[src/rtl/alu_pkg.sv]
// Shared encodings for the sequential ALU: operation codes and controller states.
package alu_pkg;

  localparam logic [1:0] ALU_ADD = 2'b00;
  localparam logic [1:0] ALU_SUB = 2'b01;
  localparam logic [1:0] ALU_MUL = 2'b10;
  localparam logic [1:0] ALU_DIV = 2'b11;

  typedef enum logic [2:0] {
    ST_IDLE,
    ST_ADDSUB,
    ST_MUL,
    ST_DIV,
    ST_FIN
  } alu_state_t;

endpackage

[src/rtl/alu_iter_unit.sv]
// Iterative multiply/divide engine: one shift-add or restoring-divide step per cycle
// on a shared 2*width register ({acc, mplier} for mul, {rem, quot} for div).
module alu_iter_unit #(
  parameter int width = 6
) (
  input  logic               clk,
  input  logic               rst,
  input  logic               load,
  input  logic               step,
  input  logic               div_mode,
  input  logic [width-1:0]   a,
  input  logic [width-1:0]   b,
  output logic [2*width-1:0] acc,
  output logic               count_zero
);

  localparam int CW = $clog2(width + 1);

  logic [CW-1:0]      count;
  logic [2*width-1:0] acc_r;
  logic [width:0]     mul_sum;
  logic [width:0]     rem_shift;
  logic [width:0]     rem_diff;
  logic               ge;

  always_comb begin
    mul_sum   = {1'b0, acc_r[2*width-1:width]} + (acc_r[0] ? {1'b0, b} : {(width+1){1'b0}});
    rem_shift = {acc_r[2*width-1:width], acc_r[width-1]};
    ge        = (rem_shift >= {1'b0, b});
    rem_diff  = ge ? (rem_shift - {1'b0, b}) : rem_shift;
  end

  always_ff @(posedge clk or posedge rst) begin
    if (rst) begin
      count <= '0;
    end else if (load) begin
      count <= CW'(width);
    end else if (step) begin
      count <= count - 1'b1;
    end
  end

  // The remainder always stays below b, so its low width bits are the whole value.
  always_ff @(posedge clk) begin
    if (load) begin
      acc_r <= {{width{1'b0}}, a};
    end else if (step) begin
      acc_r <= div_mode ? {rem_diff[width-1:0], acc_r[width-2:0], ge}
                        : {mul_sum, acc_r[width-1:1]};
    end
  end

  assign acc        = acc_r;
  assign count_zero = (count == '0);

endmodule

[src/rtl/alu_seq.sv]
// Sequential handshaked ALU: add/sub in one step, iterative mul/div, registered
// result with carry/borrow and divide-by-zero flags.
module alu_seq
  import alu_pkg::*;
#(
  parameter int width = 6
) (
  input  logic               clk,
  input  logic               rst,
  input  logic               start,
  input  logic [width-1:0]   a,
  input  logic [width-1:0]   b,
  input  logic [1:0]         func,
  output logic               busy,
  output logic               done,
  output logic [2*width-1:0] out,
  output logic               ovf,
  output logic               dbz
);

  alu_state_t         state, state_next;
  logic [width-1:0]   a_q, b_q;
  logic [1:0]         func_q;
  logic [width:0]     addsub_q;
  logic               load, step, count_zero, div_zero;
  logic [2*width-1:0] acc;
  logic [2*width-1:0] fin_out;
  logic               fin_ovf, fin_dbz;

  assign div_zero = (b_q == '0);
  assign busy     = (state != ST_IDLE);

  always_ff @(posedge clk or posedge rst) begin
    if (rst) state <= ST_IDLE;
    else     state <= state_next;
  end

  always_comb begin
    state_next = state;
    load       = 1'b0;
    step       = 1'b0;
    case (state)
      ST_IDLE: begin
        if (start) begin
          load = 1'b1;
          if (!func[1])              state_next = ST_ADDSUB;
          else if (func == ALU_MUL)  state_next = ST_MUL;
          else                       state_next = ST_DIV;
        end
      end
      ST_ADDSUB: state_next = ST_FIN;
      ST_MUL: begin
        if (count_zero) state_next = ST_FIN;
        else            step = 1'b1;
      end
      ST_DIV: begin
        if (div_zero || count_zero) state_next = ST_FIN;
        else                        step = 1'b1;
      end
      ST_FIN:  state_next = ST_IDLE;
      default: state_next = ST_IDLE;
    endcase
  end

  // Operands are captured once so the requester may change them freely afterwards.
  always_ff @(posedge clk) begin
    if (load) begin
      a_q    <= a;
      b_q    <= b;
      func_q <= func;
    end
  end

  always_ff @(posedge clk) begin
    if (state == ST_ADDSUB) begin
      addsub_q <= (func_q == ALU_SUB) ? ({1'b0, a_q} - {1'b0, b_q})
                                      : ({1'b0, a_q} + {1'b0, b_q});
    end
  end

  alu_iter_unit #(.width(width)) u_iter (
    .clk        (clk),
    .rst        (rst),
    .load       (load),
    .step       (step),
    .div_mode   (func_q == ALU_DIV),
    .a          (a),
    .b          (b_q),
    .acc        (acc),
    .count_zero (count_zero)
  );

  always_comb begin
    fin_out = acc;
    fin_ovf = 1'b0;
    fin_dbz = 1'b0;
    case (func_q)
      ALU_ADD, ALU_SUB: begin
        fin_out = {{width{1'b0}}, addsub_q[width-1:0]};
        fin_ovf = addsub_q[width];
      end
      ALU_DIV: begin
        if (div_zero) begin
          fin_out = {{width{1'b1}}, a_q};
          fin_dbz = 1'b1;
        end else begin
          fin_out = {acc[width-1:0], acc[2*width-1:width]};
        end
      end
      default: fin_out = acc;
    endcase
  end

  // done is raised on the edge that returns to IDLE, so it never overlaps busy.
  always_ff @(posedge clk or posedge rst) begin
    if (rst) begin
      done <= 1'b0;
      out  <= '0;
      ovf  <= 1'b0;
      dbz  <= 1'b0;
    end else begin
      done <= (state == ST_FIN);
      if (state == ST_FIN) begin
        out <= fin_out;
        ovf <= fin_ovf;
        dbz <= fin_dbz;
      end
    end
  end

endmodule

[config.mk]
export PLATFORM = sky130hd
export DESIGN_NAME = alu_seq
export DESIGN_NICKNAME = d
export VERILOG_FILES = /design/src/rtl/alu_pkg.sv /design/src/rtl/alu_iter_unit.sv /design/src/rtl/alu_seq.sv
export SDC_FILE = /design/constraint.sdc
export NUM_CORES = 1
export LEC_CHECK = 0
export CAP_MARGIN = 20
export CORE_ASPECT_RATIO = 1.25
export CORE_MARGIN = 10
export CORE_UTILIZATION = 52
export DETAILED_ROUTE_END_ITERATION = 10
export PLACE_DENSITY = 0.77
export SKIP_CTS_REPAIR_TIMING = 1
export SYNTH_ARGS = -nofsm -noshare
export SYNTH_HDL_FRONTEND = slang
export SYNTH_SLANG_ARGS = --single-unit
export TNS_END_PERCENT = 10
[constraint.sdc]
create_clock -name clk -period 2.28 [get_ports clk]
set_input_delay 0.456 -clock clk [delete_from_list [all_inputs] [get_ports clk]]
set_output_delay 0.456 -clock clk [all_outputs]
set_load 0.01 [all_outputs]
==> results.tsv <==
metric	value	unit
crit_top_cell	ha_1	
postSynthAreaPerCell	9.681	sq um
period_needed	2.244	ns
finalCritPeriodShare	98.42	%
rows	32	
clock.fmax	0.4457	GHz
hold_viol	0	
grt-ovfl-total	0	
ir_drop	0.6125	mV
critical_path.top_delay_family	adder cells	
r2r_slack	0.04	ns
core-area	6126	sq um
tns	0	ns
num_antenna_cells	0	
crit_required	2.35	ns
dp_hpwl	5896	microns
dr.first_iter.drc_count	164	
root_buffer	clkbuf_8	
synth_top_area_share	25.00	%
setup_viol	0	
grt_antenna_before_repair	0	
die_h	108.3	microns
rr_startpoint	b_q[1]	
p_int	3.159	mW
p_leak	1.624	nW
grt_pass1_wl	12100	microns
critPathCaptureType	flip-flop	
areaGrowthSynthToFinish	20.10	%
crit_type	reg -> reg	
hp-class	reg -> reg	
vias_per_cell	5.577	
synthTopCellsByArea	edfxtp_1 25%, dfrtp_1 16%, ha_1 8.1%	
clk_pin_slew	0.10	ns
grt_setup_unrepaired	yes	
grt_pass1_vias	2525	
status	finished, final reports clean	
r2r-end	addsub_q[5]	
power_density	1393	nW/um^2
cp.arrival	2.31	ns
min_to	out[6]	
final_nets	423	
insertion_delay	0.30	ns
crit_chain	inv_2 > ha_1 > mux2i_2 > ha_1 > nor2b_1 > o21a_1 > o21ai_2 > nand2b_1 > a21oi_2 > xnor2_1	
final.fill_count	513	
hp-start	out[6]	
drive_above_1_share	14.10	%
worst_slew_pin_slew	0.7405	ns
synthesis.nets	376	
pwr-share-seq	33.1	%
switching_share	41.76	%
cp_max_fo	4	
final_cell_area	3895	sq um
cts-htree-levels	2	
vias	2610	
avgRoutedWirePerCell	15.90	microns
whs_path_depth	2	
cts_buffers	5	
ys_seq_area_share	44.91	%
synth_top_cell_by_area	edfxtp_1	
slew_viol_final	0	
path_buf_inv	1	
syn_inst	335	
final_antenna_net_count	0	
cts.path.max_buffers	2	
start_kind	flip-flop	
tritoncts	built	
slowest_delay	0.45	ns
clock-skew-final	0.007630	ns
grt_start_max_net_pins	30	
drc	0	
syn_area	3243	sq um
crit_path_top_delay_cell	edfxtp_1	
track_usage	15.01	%
dieWidth	90.64	microns
reg2reg_depth	10	
synth-seq-cells	54	
place_congestion	0.8998	
placed_area	3741	sq um
wl	7441	microns
p_comb_share	57.0	%
ios	33	
pwr-share-clk	10.0	%
p_switching	2.265	mW
start_util	52.94	%
ys_types	44	
cts_sinks	54	
slew_headroom	50.58	%
port_buffers	32	
firstDrtPassIters	5	
fp.dieArea	9815	sq um
yosys_warnings	0	
cap_violations	0	
-- Yosys cell counts (all sizes together) --
cell	number
a2111oi	1
a211oi	3
a21o	3
a21oi	26
a221oi	1
a22oi	1
a31oi	6
and2	9
and4	1
buf	8
clkbuf	8
dfrtp	21
dfxtp	6
edfxtp	27
fa	3
ha	21
inv	19
mux2	1
mux2i	14
nand2	46
nand2b	2
nand3	5
nand4	1
nor2	35
nor2b	4
nor3	4
nor3b	1
o2111a	1
o211ai	13
o21a	3
o21ai	22
o21bai	1
o22ai	1
or2b	1
xnor2	14
xor2	2
-- sequential cells by signal, summed over array words and instances (netlist names) --
signal        cells
func_q            2
u_iter.count      3
a_q               6
done              1
out              12
addsub_q          7
u_iter.acc       12
b_q               6
dbz               1
ovf               1
state             3
-- cells in the final DEF, fill, tap and decap left out, types with 2 or more instances in the layout --
| cell type | instances |
|---|---|
| a211oi_2 | 3 |
| a21o_1 | 3 |
| a21oi_1 | 20 |
| a21oi_2 | 6 |
| a31oi_1 | 6 |
| and2_1 | 8 |
| buf_4 | 24 |
| clkbuf_8 | 5 |
| clkdlybuf4s50_1 | 32 |
| dfrtp_1 | 21 |
| dfxtp_1 | 6 |
| edfxtp_1 | 27 |
| fa_2 | 3 |
| ha_1 | 21 |
| inv_1 | 18 |
| mux2i_1 | 13 |
| nand2_1 | 46 |
| nand2b_1 | 2 |
| nand3_1 | 5 |
| nor2_1 | 35 |
| nor2b_1 | 2 |
| nor2b_4 | 2 |
| nor3_1 | 4 |
| o211ai_1 | 13 |
| o21a_1 | 3 |
| o21ai_0 | 18 |
| o21ai_1 | 2 |
| o21ai_2 | 2 |
| xnor2_1 | 14 |
| xor2_1 | 2 |
-- worst reg2reg max path: stages (launching register included) --
cell	delay, ns
edfxtp_1	0.45
inv_2	0.09
ha_1	0.24
mux2i_2	0.21
ha_1	0.27
nor2b_1	0.13
o21a_1	0.19
o21ai_2	0.12
nand2b_1	0.08
a21oi_2	0.16
xnor2_1	0.08
-- area by class of cell --
cell class                      count  area [sq um]  share of cell area (%)
Tap cell                           85         106.4                   2.730
Clock inverter                      3         20.02                  0.5140
Multi-Input combinational cell    246          1672                   42.92
Timing Repair Buffer               56         500.5                   12.85
Sequential cell                    54          1456                   37.39
Inverter                           19         71.32                   1.831
Clock buffer                        5         68.82                   1.767
-- metal layers --
metal | up-vias | part of all wire (%) | global-route usage, %
met4 | 0 | 3.3 | 6.834
met5 | - | 0 | 0
li1 | 1266 | - | -
met1 | 1250 | 40 | 16.38
met3 | 20 | 4.8 | 3.051
met2 | 74 | 52 | 27.50
-- through the flow --
stage / worst slack [ns] / power, mW / std cells / util [%] / hold WS, ns
2_1_floorplan: 0.05414 / 3.806 / 335 / - / 0.4325
3_3_place_gp: 0.07822 / 4.661 / 458 / 61.07 / 0.4629
3_5_place_dp: -0.09315 / 4.770 / 458 / 61.07 / 0.4701
4_1_cts: -0.1084 / 5.305 / 466 / 62.52 / 0.4934
5_1_grt: -0.07458 / 5.862 / 468 / 63.58 / 0.5191
6_report: 0.03612 / 5.425 / 468 / 63.58 / 0.4846
-- power by group through the flow --
stage / clock network, mW / logic (mW) / registers [mW]
global route: 0.584 / 3.44 / 1.84
global placement: 0 / 2.86 / 1.80
finish: 0.541 / 3.09 / 1.79
floorplan: 0 / 2.02 / 1.79
detailed placement: 0 / 2.96 / 1.81
CTS: 0.544 / 2.97 / 1.79
-- how the worst max path moves through the flow --
stage | end | start | cells past startpoint
2_1_floorplan | addsub_q[5] | func_q[1] | 10
3_3_place_gp | addsub_q[6] | b_q[1] | 9
3_5_place_dp | addsub_q[5] | b_q[0] | 10
4_1_cts | addsub_q[5] | b_q[0] | 10
5_1_grt | addsub_q[5] | b_q[1] | 10
6_report | addsub_q[5] | b_q[1] | 10
-- cells by family after synthesis --
logic type	after synthesis	synth area share (%)
DFF	54	44.91
and+or+nand+nor	109	14.89
AOI/OAI and AO/OA	82	15.97
adders and majority gates	24	9.954
xor gates and xnor gates	16	4.321
buffers and inverters	35	5.170
muxes	15	4.784
Power figures use the tool's default switching activity.
